==> src/rtl/siha_pkg.sv <==
// Shared types and default constants for the slot reconfiguration sequencer.
package siha_pkg;

  localparam int SLOT_W           = 4;
  localparam int DEF_NUM_SLOTS    = 3;
  localparam int DEF_RESET_HOLD   = 16;
  localparam int DEF_WAIT_TIMEOUT = 1023;

  typedef enum logic [2:0] {
    IDLE,
    DECOUPLE,
    QUIESCE,
    WAIT_PR,
    CLK_ON,
    RST_HOLD,
    RECOUPLE,
    DONE
  } seq_state_t;

endpackage

==> src/rtl/seq_wait_timer.sv <==
// Saturating wait/hold counter: cleared on every state entry, flags when the
// count reaches the supplied limit.
module seq_wait_timer #(
  parameter int W = 10
) (
  input  logic         clk,
  input  logic         resetn,
  input  logic         clear,
  input  logic         enable,
  input  logic [W-1:0] limit,
  output logic         expired
);

  logic [W-1:0] count;

  always_ff @(posedge clk or negedge resetn) begin
    if (!resetn) begin
      count <= '0;
    end else if (clear) begin
      count <= '0;
    end else if (enable && (count != {W{1'b1}})) begin
      count <= count + 1'b1;
    end
  end

  assign expired = (count >= limit);

endmodule

==> src/rtl/slot_reconfig_sequencer.sv <==
// Sequences decouple / quiesce / partial reconfig / clock / reset / recouple for
// one slot per request. Optional wait timeouts: define SLOT_SEQ_TIMEOUT_EN.
module slot_reconfig_sequencer
  import siha_pkg::*;
#(
  parameter int NUM_SLOTS    = DEF_NUM_SLOTS,
  parameter int RESET_HOLD   = DEF_RESET_HOLD,
  parameter int WAIT_TIMEOUT = DEF_WAIT_TIMEOUT
) (
  input  logic                 clk,
  input  logic                 resetn,
  // Request handshake: a request transfers on a clk edge where req_valid and
  // req_ready are both high; req_ready is high only while idle.
  input  logic                 req_valid,
  output logic                 req_ready,
  input  logic [SLOT_W-1:0]    req_slot,
  input  logic                 pr_done,
  input  logic [NUM_SLOTS-1:0] rp_clk_locked,
  input  logic [NUM_SLOTS-1:0] decouple_status,
  output logic [NUM_SLOTS-1:0] decouple,
  output logic [NUM_SLOTS-1:0] slot_clken,
  output logic [NUM_SLOTS-1:0] slot_resetn,
  output logic                 done_valid,
  output logic                 done_err,
  output logic [SLOT_W-1:0]    done_slot,
  output logic                 busy,
  output seq_state_t           state_dbg
);

  localparam int CW = $clog2(WAIT_TIMEOUT + 1);
  localparam logic [CW-1:0] HOLD_LIM = CW'(RESET_HOLD - 1);
  localparam logic [CW-1:0] TMO_LIM  = CW'(WAIT_TIMEOUT - 1);

  seq_state_t            state;
  logic [SLOT_W-1:0]     slot_q;
  logic                  ready_q;
  logic [NUM_SLOTS-1:0]  sel_mask;
  logic [NUM_SLOTS-1:0]  req_mask;
  logic                  req_ok;
  logic                  status_sel;
  logic                  lock_sel;
  logic                  advance;
  logic                  timer_expired;
  logic                  timeout;

  assign sel_mask   = NUM_SLOTS'(1) << slot_q;
  assign req_mask   = NUM_SLOTS'(1) << req_slot;
  assign req_ok     = (req_slot < SLOT_W'(NUM_SLOTS));
  assign status_sel = |(decouple_status & sel_mask);
  assign lock_sel   = |(rp_clk_locked & sel_mask);

  assign req_ready  = ready_q && (state == IDLE);
  assign busy       = (state != IDLE);
  assign state_dbg  = state;

`ifdef SLOT_SEQ_TIMEOUT_EN
  assign timeout = timer_expired &&
                   ((state == DECOUPLE) || (state == CLK_ON) || (state == RECOUPLE));
`else
  assign timeout = 1'b0;
`endif

  // advance is the exit condition of the current state; it also restarts the timer
  always_comb begin
    advance = 1'b0;
    case (state)
      IDLE:     advance = req_valid && ready_q;
      DECOUPLE: advance = status_sel || timeout;
      QUIESCE:  advance = 1'b1;
      WAIT_PR:  advance = pr_done;
      CLK_ON:   advance = lock_sel || timeout;
      RST_HOLD: advance = timer_expired;
      RECOUPLE: advance = !status_sel || timeout;
      DONE:     advance = 1'b1;
      default:  advance = 1'b1;
    endcase
  end

  seq_wait_timer #(.W(CW)) u_timer (
    .clk     (clk),
    .resetn  (resetn),
    .clear   (advance),
    .enable  (1'b1),
    .limit   ((state == RST_HOLD) ? HOLD_LIM : TMO_LIM),
    .expired (timer_expired)
  );

  always_ff @(posedge clk or negedge resetn) begin
    if (!resetn) begin
      state       <= IDLE;
      slot_q      <= '0;
      ready_q     <= 1'b0;
      decouple    <= '0;
      slot_clken  <= '1;
      slot_resetn <= '1;
      done_valid  <= 1'b0;
      done_err    <= 1'b0;
      done_slot   <= '0;
    end else begin
      ready_q    <= 1'b1;
      done_valid <= 1'b0;
      done_err   <= 1'b0;
      if (advance) begin
        case (state)
          IDLE: begin
            slot_q <= req_slot;
            if (req_ok) begin
              state    <= DECOUPLE;
              decouple <= decouple | req_mask;
            end else begin
              state      <= DONE;
              done_valid <= 1'b1;
              done_err   <= 1'b1;
              done_slot  <= req_slot;
            end
          end
          DECOUPLE: begin
            slot_resetn <= slot_resetn & ~sel_mask;
            if (status_sel) begin
              state <= QUIESCE;
            end else begin
              slot_clken <= slot_clken & ~sel_mask;
              state      <= DONE;
              done_valid <= 1'b1;
              done_err   <= 1'b1;
              done_slot  <= slot_q;
            end
          end
          QUIESCE: begin
            slot_clken <= slot_clken & ~sel_mask;
            state      <= WAIT_PR;
          end
          WAIT_PR: begin
            slot_clken <= slot_clken | sel_mask;
            state      <= CLK_ON;
          end
          CLK_ON: begin
            if (lock_sel) begin
              state <= RST_HOLD;
            end else begin
              slot_clken <= slot_clken & ~sel_mask;
              state      <= DONE;
              done_valid <= 1'b1;
              done_err   <= 1'b1;
              done_slot  <= slot_q;
            end
          end
          RST_HOLD: begin
            slot_resetn <= slot_resetn | sel_mask;
            decouple    <= decouple & ~sel_mask;
            state       <= RECOUPLE;
          end
          RECOUPLE: begin
            state      <= DONE;
            done_valid <= 1'b1;
            done_slot  <= slot_q;
            if (status_sel) begin
              // recouple never settled: park the slot isolated, in reset, clock off
              decouple    <= decouple | sel_mask;
              slot_resetn <= slot_resetn & ~sel_mask;
              slot_clken  <= slot_clken & ~sel_mask;
              done_err    <= 1'b1;
            end
          end
          default: begin
            state <= IDLE;
          end
        endcase
      end
    end
  end

endmodule

==> config.mk <==
export PLATFORM = sky130hd
export DESIGN_NAME = slot_reconfig_sequencer
export DESIGN_NICKNAME = d
export VERILOG_FILES = /design/src/rtl/siha_pkg.sv /design/src/rtl/seq_wait_timer.sv /design/src/rtl/slot_reconfig_sequencer.sv
export SDC_FILE = /design/constraint.sdc
export NUM_CORES = 1
export LEC_CHECK = 0
export ABC_AREA = 1
export CELL_PAD_IN_SITES_DETAIL_PLACEMENT = 1
export CELL_PAD_IN_SITES_GLOBAL_PLACEMENT = 2
export CORE_MARGIN = 2
export CORE_UTILIZATION = 31
export DETAILED_ROUTE_END_ITERATION = 10
export PLACE_DENSITY = 0.83
export SYNTH_ARGS = -nofsm -noshare
export SYNTH_HDL_FRONTEND = slang
export SYNTH_HIERARCHICAL = 1
export SYNTH_SLANG_ARGS = --single-unit
==> constraint.sdc <==
create_clock -name clk -period 3.21 [get_ports clk]
set_clock_uncertainty 0.15 [all_clocks]
set_input_delay 0.642 -clock clk [delete_from_list [all_inputs] [get_ports clk]]
set_output_delay 0.642 -clock clk [all_outputs]
set_load 0.01 [all_outputs]
Word level (Yosys, flattened, before mapping)

Index checks and enable logic that the tools add are counted.

Register bits: 33
Input port bits: 14
Output and inout port bits: 20
Word-level logic and storage cells: 85

Add/subtract/negate cells: 1
Order comparisons: 2
Equality and inequality tests: 13
Shifts and indexed selects: 2
Multiplexer cells: 29
Bitwise logic cells: 10
Reduce and logical (&&, ||, !) cells: 18

Operators with widths:

| cell                  | count |
|---|---|
| $mux 10               | 3 |
| $mux 3                | 8 |
| $pmux 3 s7            | 1 |
| $pmux 3 s3            | 2 |
| $pmux 4 s4            | 1 |
| $and 3x3->3           | 5 |
| $pmux 3 s5            | 1 |
| $eq 3x3->1 const B    | 4 |
| $mux 4                | 3 |
| $or 3x3->3            | 4 |
| $add 10x1->10 const B | 1 |
| $ge 10x10->1          | 1 |
| $ne 10x10->1 const B  | 1 |
| $ne 2x2->1 const B    | 5 |
| $reduce_and 5->1      | 2 |
| $reduce_bool 3->1     | 3 |
| $pmux 1 s4            | 2 |
| $shl 1x4->3 const A   | 2 |
| $pmux 1 s7            | 1 |
| $eq 3x2->1 const B    | 2 |
| $mux 1                | 6 |
| $reduce_or 3->1       | 2 |
| $reduce_bool 5->1     | 1 |
| $lt 4x2->1 const B    | 1 |
| other kinds (12)      | 13 |

Longest topological paths before layout

Gate-level depths: netlist of the first run.

Word-level depth: 6
Depth in mapped cells: 19
Gate-level depth less buffers: 18

Cells and area by module

Netlist of the first run, hierarchy kept.

Modules (own cells, without submodules):

| module                  | times used | cells each | area an instance (µm²) | seq. area each (µm²) |
|---|---|---|---|---|
| slot_reconfig_sequencer | 1          | 193        | 1481.4                 | 583.1 |
| seq_wait_timer          | 1          | 126        | 895.9                  | 250.2 |

Least setup slack after synthesis of the first run

No wires, ideal clock.

Kind: reg-to-reg
Start point: reg state[1], in the netlist state_dbg[1]
End point: reg u_timer.count[6]
Library setup time: 0.065 ns
Arrival: 2.602 ns
Required time: 2.995 ns
Path slack: 0.393 ns
Cell stages (with the launch flop): 19
Path buffers: 2
Clock period less this slack: 2.817 ns
Path through: dfrtp_1 -> inv_2 -> nand2_2 -> nor2_4 -> inv_1 -> inv_1 -> ha_1 -> a21oi_1 -> o21a_1 -> nand3_1 -> nand2_1 -> nand3_2 -> nor2_4 -> nand3_4 -> buf_6 -> inv_1 -> buf_2 -> nand3_1 -> nand2_1

Word-level cells in the longest chain between the ends: 5
Elaborated cells on any way between the ends: 14
Classes of those cells: order compare (1); eq/ne (7); mux (3); reduce/logical (3)

Ends and longest elaborated chain:

| element                                      | line                           | text |
|---|---|---|
| start: declaration                           | slot_reconfig_sequencer.sv:34  | `seq_state_t state;` |
| start signal: assignment                     | slot_reconfig_sequencer.sv:90  | `state <= IDLE;` |
| start signal: assignment                     | slot_reconfig_sequencer.sv:108 | `state <= DECOUPLE;` |
| start signal: assignment                     | slot_reconfig_sequencer.sv:111 | `state <= DONE;` |
| $eq 3x3->1 *                                 | slot_reconfig_sequencer.sv:84  | `.limit ((state == RST_HOLD) ? HOLD_LIM : TMO_LIM),` |
| $mux 10 *                                    | slot_reconfig_sequencer.sv:84  |  |
| $ge 10x10->1 *                               | seq_wait_timer.sv:26           | `assign expired = (count >= limit);` |
| named net timer_expired                      | slot_reconfig_sequencer.sv:43  | `logic timer_expired;` |
| $pmux 1 s7 *                                 | slot_reconfig_sequencer.sv:66  | `case (state)` |
| named net advance                            | slot_reconfig_sequencer.sv:42  | `logic advance;` |
| $mux 10 or $reduce_bool 2->1 (tied branches) | n/a                            |  |
| end signal: assignment                       | seq_wait_timer.sv:22           | `count <= count + 1'b1;` |
| end: declaration                             | seq_wait_timer.sv:14           | `logic [W-1:0] count;` |

Mark *: on every way through the listed nets, which the timed path passes. The rest lies on a longest branch.
A chain may end at the register's enable or synchronous reset.

Worst setup path in the final report of the first run

Start point: reg state[1], in the netlist state_dbg[1]
End point: reg u_timer.count[2]

Word-level cells in the longest chain between the ends: 5
Elaborated cells on any way between the ends: 14
Classes of those cells: order compare (1); eq/ne (7); mux (3); reduce/logical (3)

Ends and longest elaborated chain:

| element                                      | line |
|---|---|
| $eq 3x3->1 *                                 | slot_reconfig_sequencer.sv:84 |
| $mux 10 *                                    | slot_reconfig_sequencer.sv:84 |
| $ge 10x10->1 *                               | seq_wait_timer.sv:26 |
| named net timer_expired                      | slot_reconfig_sequencer.sv:43 |
| $pmux 1 s7 *                                 | slot_reconfig_sequencer.sv:66 |
| $mux 10 or $reduce_bool 2->1 (tied branches) | n/a |

Marks and branches as above.

==> summary.txt, run 1 <==
Outcome
  – Outcome: finished, final reports clean

STA
  – Final critical-path share of the clock period: between 90% and 100%
  – Setup Viol. Count Final: 0
  – Final count of hold timing violations: 0
  – Slew Viols, Final: 0
  – Worst slew pin tran: 0.816 ns
  – Shortest period the worst path allows: 2.97 ns
  – Peak Freq: 0.337 GHz
  – Slew headroom: 45.1%

Detailed routing
  – DRT met1 WL: 3370 µm
  – Top sig layer: met4
  – Met3 Routed Length: around 120 µm
  – WL met2: around 3100 µm
  – Via Count: 2,212
  – First-pass detailed-route iteration total: 4
  – Via density per instance: 4.72
  – DRT antenna net count: 0
  – Post-DR wirelength/cell: 14.2 µm
  – Iteration-0 DRC Markers: 59
  – Final WL: 6660 µm
  – DRC violations left: 0

Yosys
  – Compound-gate portion of the synthesized area: 8.63%
  – Yosys reg bits: 33
  – Post-synthesis adder-cell area fraction: 5.79%
  – XOR/XNOR share of the synthesized area: 1.47%
  – Post-synthesis mux area share: 0%
  – Sequential area share after synthesis: 35.1%
  – Largest family of logic cells by synthesized area: simple AND/OR/NAND/NOR gates
  – Library cells used by synthesis: 34
  – Syn Area/Cell: 7.45 µm²
  – Async set or reset register ratio after synthesis: 100%
  – Post-synth top flop: dfrtp_1
  – YS warnings: 6
  – Post-Syn Instances: 319
  – Number of enable flip-flop cells after synthesis: 0
  – Syn Std Cell Area: ~2400 µm²
  – Synth Area in Simple Gates: 39.5%

Pwr
  – PwrDens: 883 nW/µm²
  – P_leak: 1.54 nW
  – Peak VDD IR: 0.339 mV
  – Tot Pwr: 0.00263 W

Die
  – Die Width: between 90 and 100 µm
  – DIE AREA: about 8400 µm²
  – Ports: 34
  – FP Rows: 31
  – Core area: 7330 µm²
  – Die height: 91.6 µm
  – Initial core utilization: 32.4%

Clocking
  – # hold bufs at CTS: 0
  – Root Buffer: clkbuf_8
  – CTS tree: built
  – Clock tree buffer depth: 2
  – CTS sink cnt: 33
  – Worst-path clk slew: 0.09 ns
  – H-tree depth: 2
  – Worst-skew pair later-pin latency: 0.30 ns
  – Cts bufs inserted: 5

Hold path
  – HP Class: register to register

GRT
  – Initial antenna violation count: 0
  – Vias in the first global route: 2,417
  – First-pass GRT wire length: 11,800 µm
  – Overflow after GRT: 0
  – GRT Overall Usage: between 10% and 20%
  – Largest net degree at the start of global routing: 34

Worst setup path
  – Critical path fanouts, max: 10
  – Worst Setup Path Type: register to register
  – Critical Path Start Type: register
  – Crit path DAT: between 3 and 4 ns
  – Worst Setup End Kind: register
  – Crit path required time: 3.29 ns

Layout
  – # diodes: 0
  – Final-stage net count: roughly 390
  – Area delta synth->final: 25.4%
  – Share of cells above drive strength 1: between 10% and 20%
  – Final Core Density: 40.7%
  – Commonest non-fill, non-tap cell in the layout: nand2_1
  – Commonest non-fill, non-tap cells in the layout: nand2_1 (82), nand3_1 (39), inv_1 (33), clkdlybuf4s50_1 (33), dfrtp_1 (26)

Place
  – DP HPWL: 5100 µm
  – Port Buffers: 33
  – GP Congestion: about 0.79

Flow run
  – Number of max-cap violations: 0
[area by class of cell]
cell class,instances,area [µm²]
tap,99,124
inverter,44,176
multi-input combinational,242,1340
timing repair buffer,43,405
fill,927,4350
clock inverter,1,5.00
clock buffer,7,96.3
sequential,33,835
[timing repair]
action	4_1_cts	5_1_grt
setup buffers	0	5
resized for setup	0	4
setup endpoints to repair	0	19
[layer usage]
layer	up-vias	global-route usage [%]
met2	25	29.0
li1	1128	-
met3	6	2.57
met4	0	4.29
met5	-	0
met1	1053	23.9
[Yosys cell counts, types with 2 or more instances]
master / count / area (µm²)
o21a_1: 2 / 15.0
inv_1: 35 / 131
nand2_2: 9 / 56.3
inv_2: 7 / 26.3
o21ai_1: 2 / 10.0
o21ai_0: 15 / 75.1
inv_4: 2 / 12.5
nor2_1: 19 / 71.3
nor2_2: 7 / 43.8
nor3_1: 4 / 20.0
nand3_1: 39 / 195
a21oi_1: 13 / 65.1
dfrtp_1: 27 / 676
nand2_1: 82 / 308
xor2_1: 3 / 26.3
ha_1: 11 / 138
dfstp_2: 6 / 158
nand3_2: 5 / 50.1
nand4_1: 7 / 43.8
nor2_4: 8 / 90.1
buf_6: 3 / 33.8
[stage by stage]
| stage | setup TNS (ns) | setup slack [ns] | hold slack, ns | area (µm²) | std cells |
|---|---|---|---|---|---|
| after floorplan | 0 | 0.393 | 0.196 | 2400 | 324 |
| after global placement | 0 | 0.299 | 0.299 | 2830 | 456 |
| after detailed placement | 0 | 0.174 | 0.306 | 2830 | 456 |
| after CTS | 0 | 0.125 | 0.320 | 2940 | 464 |
| after global routing | -0.0274 | -0.0213 | 0.329 | 2980 | 469 |
| final | 0 | 0.243 | 0.315 | 2980 | 469 |
[final timing paths]
kind / from / endpoint / slack [ns] / depth (start not counted)
hold reg to reg: register / register / 0.31 / 2
hold / removal: register / register / 0.31 / 2
setup reg to reg: state_dbg[1] / u_timer/count[2] / 0.24 / 17
max in group asynchronous: resetn / asynchronous set/reset pin / 1.94 / 2
setup / recovery: state_dbg[1] / u_timer/count[2] / 0.24 / 17
min in group asynchronous: resetn / state_dbg[0] / 0.60 / 2
[critical path, cell delays in order, from the launching register on]
cell        delay [ns]
dfrtp_2           0.46
inv_4             0.12
nand2_2           0.10
nor2_4            0.18
clkinvlp_4        0.19
inv_1             0.09
ha_1              0.24
a21oi_1           0.15
o21a_1            0.15
nand3_1           0.10
nand2_1           0.11
nand3_2           0.08
nor2_4            0.13
nand3_4           0.13
buf_4             0.17
nor3_1            0.19
nand2_1           0.09
nand2_1           0.06
[cell families (layout without fill, tap and decap cells)]
| logic type | count (synthesis) | in the layout |
|---|---|---|
| flip-flops | 33 | 33 |
| AND/OR/NAND/NOR | 184 | 184 |
| buffers and inverters | 49 | 95 |
| AO/OA/AOI/OAI | 37 | 37 |
| other | 1 | 6 |
| XOR/XNOR | 4 | 4 |
| adder cells (fa/ha/maj) | 11 | 11 |
[power by group]
| part | internal, W | switching [W] |
|---|---|---|
| Sequential | 0.000574 | 0.000148 |
| Combinational | 0.000591 | 0.000950 |
| Clock | 0.000194 | 0.000176 |
Note: power is estimated with default switching activity, not from simulation.
==> run 2, diff against run 1 <==
--- a/config.mk
+++ b/config.mk
@@ -11,7 +11,7 @@
 export CORE_MARGIN = 2
 export CORE_UTILIZATION = 31
 export DETAILED_ROUTE_END_ITERATION = 10
-export PLACE_DENSITY = 0.83
+export PLACE_DENSITY_LB_ADDON = 0.08
 export SYNTH_ARGS = -nofsm -noshare
 export SYNTH_HDL_FRONTEND = slang
 export SYNTH_HIERARCHICAL = 1
==> summary.txt, run 2 (same netlist as run 1, synthesis figures left out) <==
Outcome
  – Outcome: finished, final reports clean

STA
  – Slew headroom: 47.6% (+2.4 points)
  – Setup Viol. Count Final: 0 (unchanged)
  – Final count of hold timing violations: 0 (unchanged)
  – Final critical-path share of the clock period: 91.8% (-0.59 points)
  – Peak Freq: 0.339 GHz (+0.64%)
  – Worst slew pin tran: 0.780 ns (-0.0363 ns)
  – Slew Viols, Final: 0 (unchanged)
  – Setup TNS: 0 ns (unchanged)
  – RSZ-0062 raised after global routing: no
  – Shortest period the worst path allows: 2.95 ns (-0.0188 ns)

Clocking
  – Cts bufs inserted: 5 (unchanged)
  – # hold bufs at CTS: 0 (unchanged)
  – Worst-skew pair later-pin latency: 0.29 ns (about the same)
  – Root Buffer: clkbuf_8
  – Clock tree buffer depth: 2 (unchanged)
  – CTS tree: built
  – Worst-path clk slew: 0.07 ns (-0.02 ns)
  – CTS sink cnt: 33 (unchanged)
  – H-tree depth: 2 (unchanged)

GRT
  – Overflow after GRT: 0 (unchanged)
  – First-pass GRT wire length: 11,200 µm (-4.9%)
  – Vias in the first global route: 2,258 (-6.6%)
  – Largest net degree at the start of global routing: 34 (unchanged)
  – GRT Overall Usage: 16.9% (-0.59 points)
  – Initial antenna violation count: 0 (unchanged)

Die
  – Die height: 91.6 µm (unchanged)
  – Core area: 7330 µm² (unchanged)
  – DIE AREA: 8390 µm² (unchanged)
  – Ports: 34 (unchanged)
  – Initial core utilization: 32.4% (unchanged)
  – Die Width: 91.6 µm (unchanged)
  – FP Rows: 31 (unchanged)

Detailed routing
  – Via density per instance: 4.56 (-3.4%)
  – First-pass detailed-route iteration total: 4 (unchanged)
  – Post-DR wirelength/cell: 13.6 µm (-4.2%)
  – Final WL: 6360 µm (-4.6%)
  – DRC violations left: 0 (unchanged)
  – Iteration-0 DRC Markers: 52 (-12%)
  – Via Count: 2,128 (-3.8%)
  – DRT antenna net count: 0 (unchanged)

Flow run
  – Number of max-cap violations: 0 (unchanged)

Layout
  – Fill cell count: 932 (+0.54%)
  – Share of cells above drive strength 1: 18.5% (-0.71 points)
  – Commonest non-fill, non-tap cells in the layout: nand2_1 (82), nand3_1 (39), inv_1 (33), clkdlybuf4s50_1 (33), dfrtp_1 (27)
  – Commonest non-fill, non-tap cell in the layout: nand2_1
  – # diodes: 0 (unchanged)
  – Area delta synth->final: 26.2%
  – Final-stage net count: 392 (-0.51%)

Worst setup path
  – Cell mode on critical path: nand2_1
  – Crit path DAT: 3.02 ns (-0.03 ns)
  – Critical Path Start Type: register
  – Crit path required time: 3.29 ns (about the same)
  – Worst Setup End Kind: register
  – Worst Setup Path Type: register to register
  – R2r worst-path depth: 17 (unchanged)
  – CP Cell Sequence: inv_4 -> nand2_2 -> nor2_4 -> clkinvlp_4 -> inv_1 -> ha_1 -> a21oi_1 -> o21a_1 -> nand3_1 -> nand2_1 -> nand3_2 -> nor2_4 -> nand3_4 -> buf_4 -> nor3_1 -> nand2_1 -> nand2_1
  – Max stage delay on crit path: 0.46 ns (about the same)
  – Slowest CP cell: dfrtp_1
  – R2r setup slk: 0.26 ns (+0.02 ns)
  – Critical path fanouts, max: 13 (+3)
  – Reg-to-reg endpoint: u_timer/count[2]
  – Worst r2r src: state_dbg[1]

Place
  – DP HPWL: 4930 µm (-3.3%)
  – GP Congestion: 0.784 (-0.70%)
  – Port Buffers: 33 (unchanged)

Pwr
  – Peak VDD IR: 0.281 mV (-17%)
  – Tot Pwr: 0.00272 W (+3.1%)
  – P_leak: 1.54 nW (about the same)
  – PwrDens: 905 nW/µm² (+2.5%)

Hold path
  – Hold path depth: 2 (unchanged)
  – HP Class: register to register
[run 2: worst max path at each step]
| stage | startpoint | endpoint | slack [ns] | cells past startpoint |
|---|---|---|---|---|
| 2_1_floorplan | state_dbg[1] | u_timer/count[6] | 0.39 | 18 |
| 3_3_place_gp | state_dbg[1] | u_timer/count[5] | 0.35 | 18 |
| 3_5_place_dp | state_dbg[1] | u_timer/count[0] | 0.28 | 17 |
| 4_1_cts | state_dbg[1] | u_timer/count[5] | 0.24 | 17 |
| 5_1_grt | state_dbg[1] | u_timer/count[2] | 0.004 | 18 |
| 6_report | state_dbg[1] | u_timer/count[2] | 0.26 | 17 |
[run 2: timing repair]
item,4_1_cts,5_1_grt
resized for setup,0,3
buffers inserted,0,2
setup endpoints to repair,0,8
[run 2: cell type report]
cell class | instances | area (µm²) | share of cell area [%]
multi-input combinational | 242 | 1340 | 44.6
timing repair buffer | 41 | 390 | 13.0
sequential | 33 | 833 | 27.8
clock buffer | 5 | 68.8 | 2.29
tap | 99 | 124 | 4.13
inverter | 44 | 180 | 6.01
clock inverter | 3 | 65.1 | 2.17
[run 2: critical path: cells and delay by family (launching register included)]
family / cells / cell delay [ns]
AO/OA/AOI/OAI: 2 / 0.34
buffers and inverters: 4 / 0.60
adder cells (fa/ha/maj): 1 / 0.24
flip-flops: 1 / 0.46
AND/OR/NAND/NOR: 10 / 1.09
[run 2: power breakdown]
group          internal [W]  switching, W  total [W]
Combinational      0.000579      0.000944    0.00152
Clock              0.000309      0.000169   0.000477
Sequential         0.000573      0.000142   0.000715
Total               0.00146       0.00126    0.00272
[run 2: per-layer routing]
metal	wire [µm]	track usage, %	vias to the layer above	part of all wire, %
li1	-	-	1115	-
met1	3300	23.9	977	52
met2	2800	26.7	30	44
met3	188	3.32	6	3.0
met4	62	3.66	0	0.97
met5	0	0	-	0
[run 2: through the flow]
stage / area [µm²] / setup WS (ns) / instances / hold WS, ns / utilization (%)
after global placement: 2840 / 0.353 / 457 / 0.302 / 38.8
after detailed placement: 2840 / 0.283 / 457 / 0.301 / 38.8
after global routing: 3000 / 0.00428 / 467 / 0.324 / 40.9
after CTS: 2980 / 0.244 / 465 / 0.313 / 40.6
after floorplan: 2400 / 0.393 / 324 / 0.196 / -
final: 3000 / 0.262 / 467 / 0.309 / 40.9
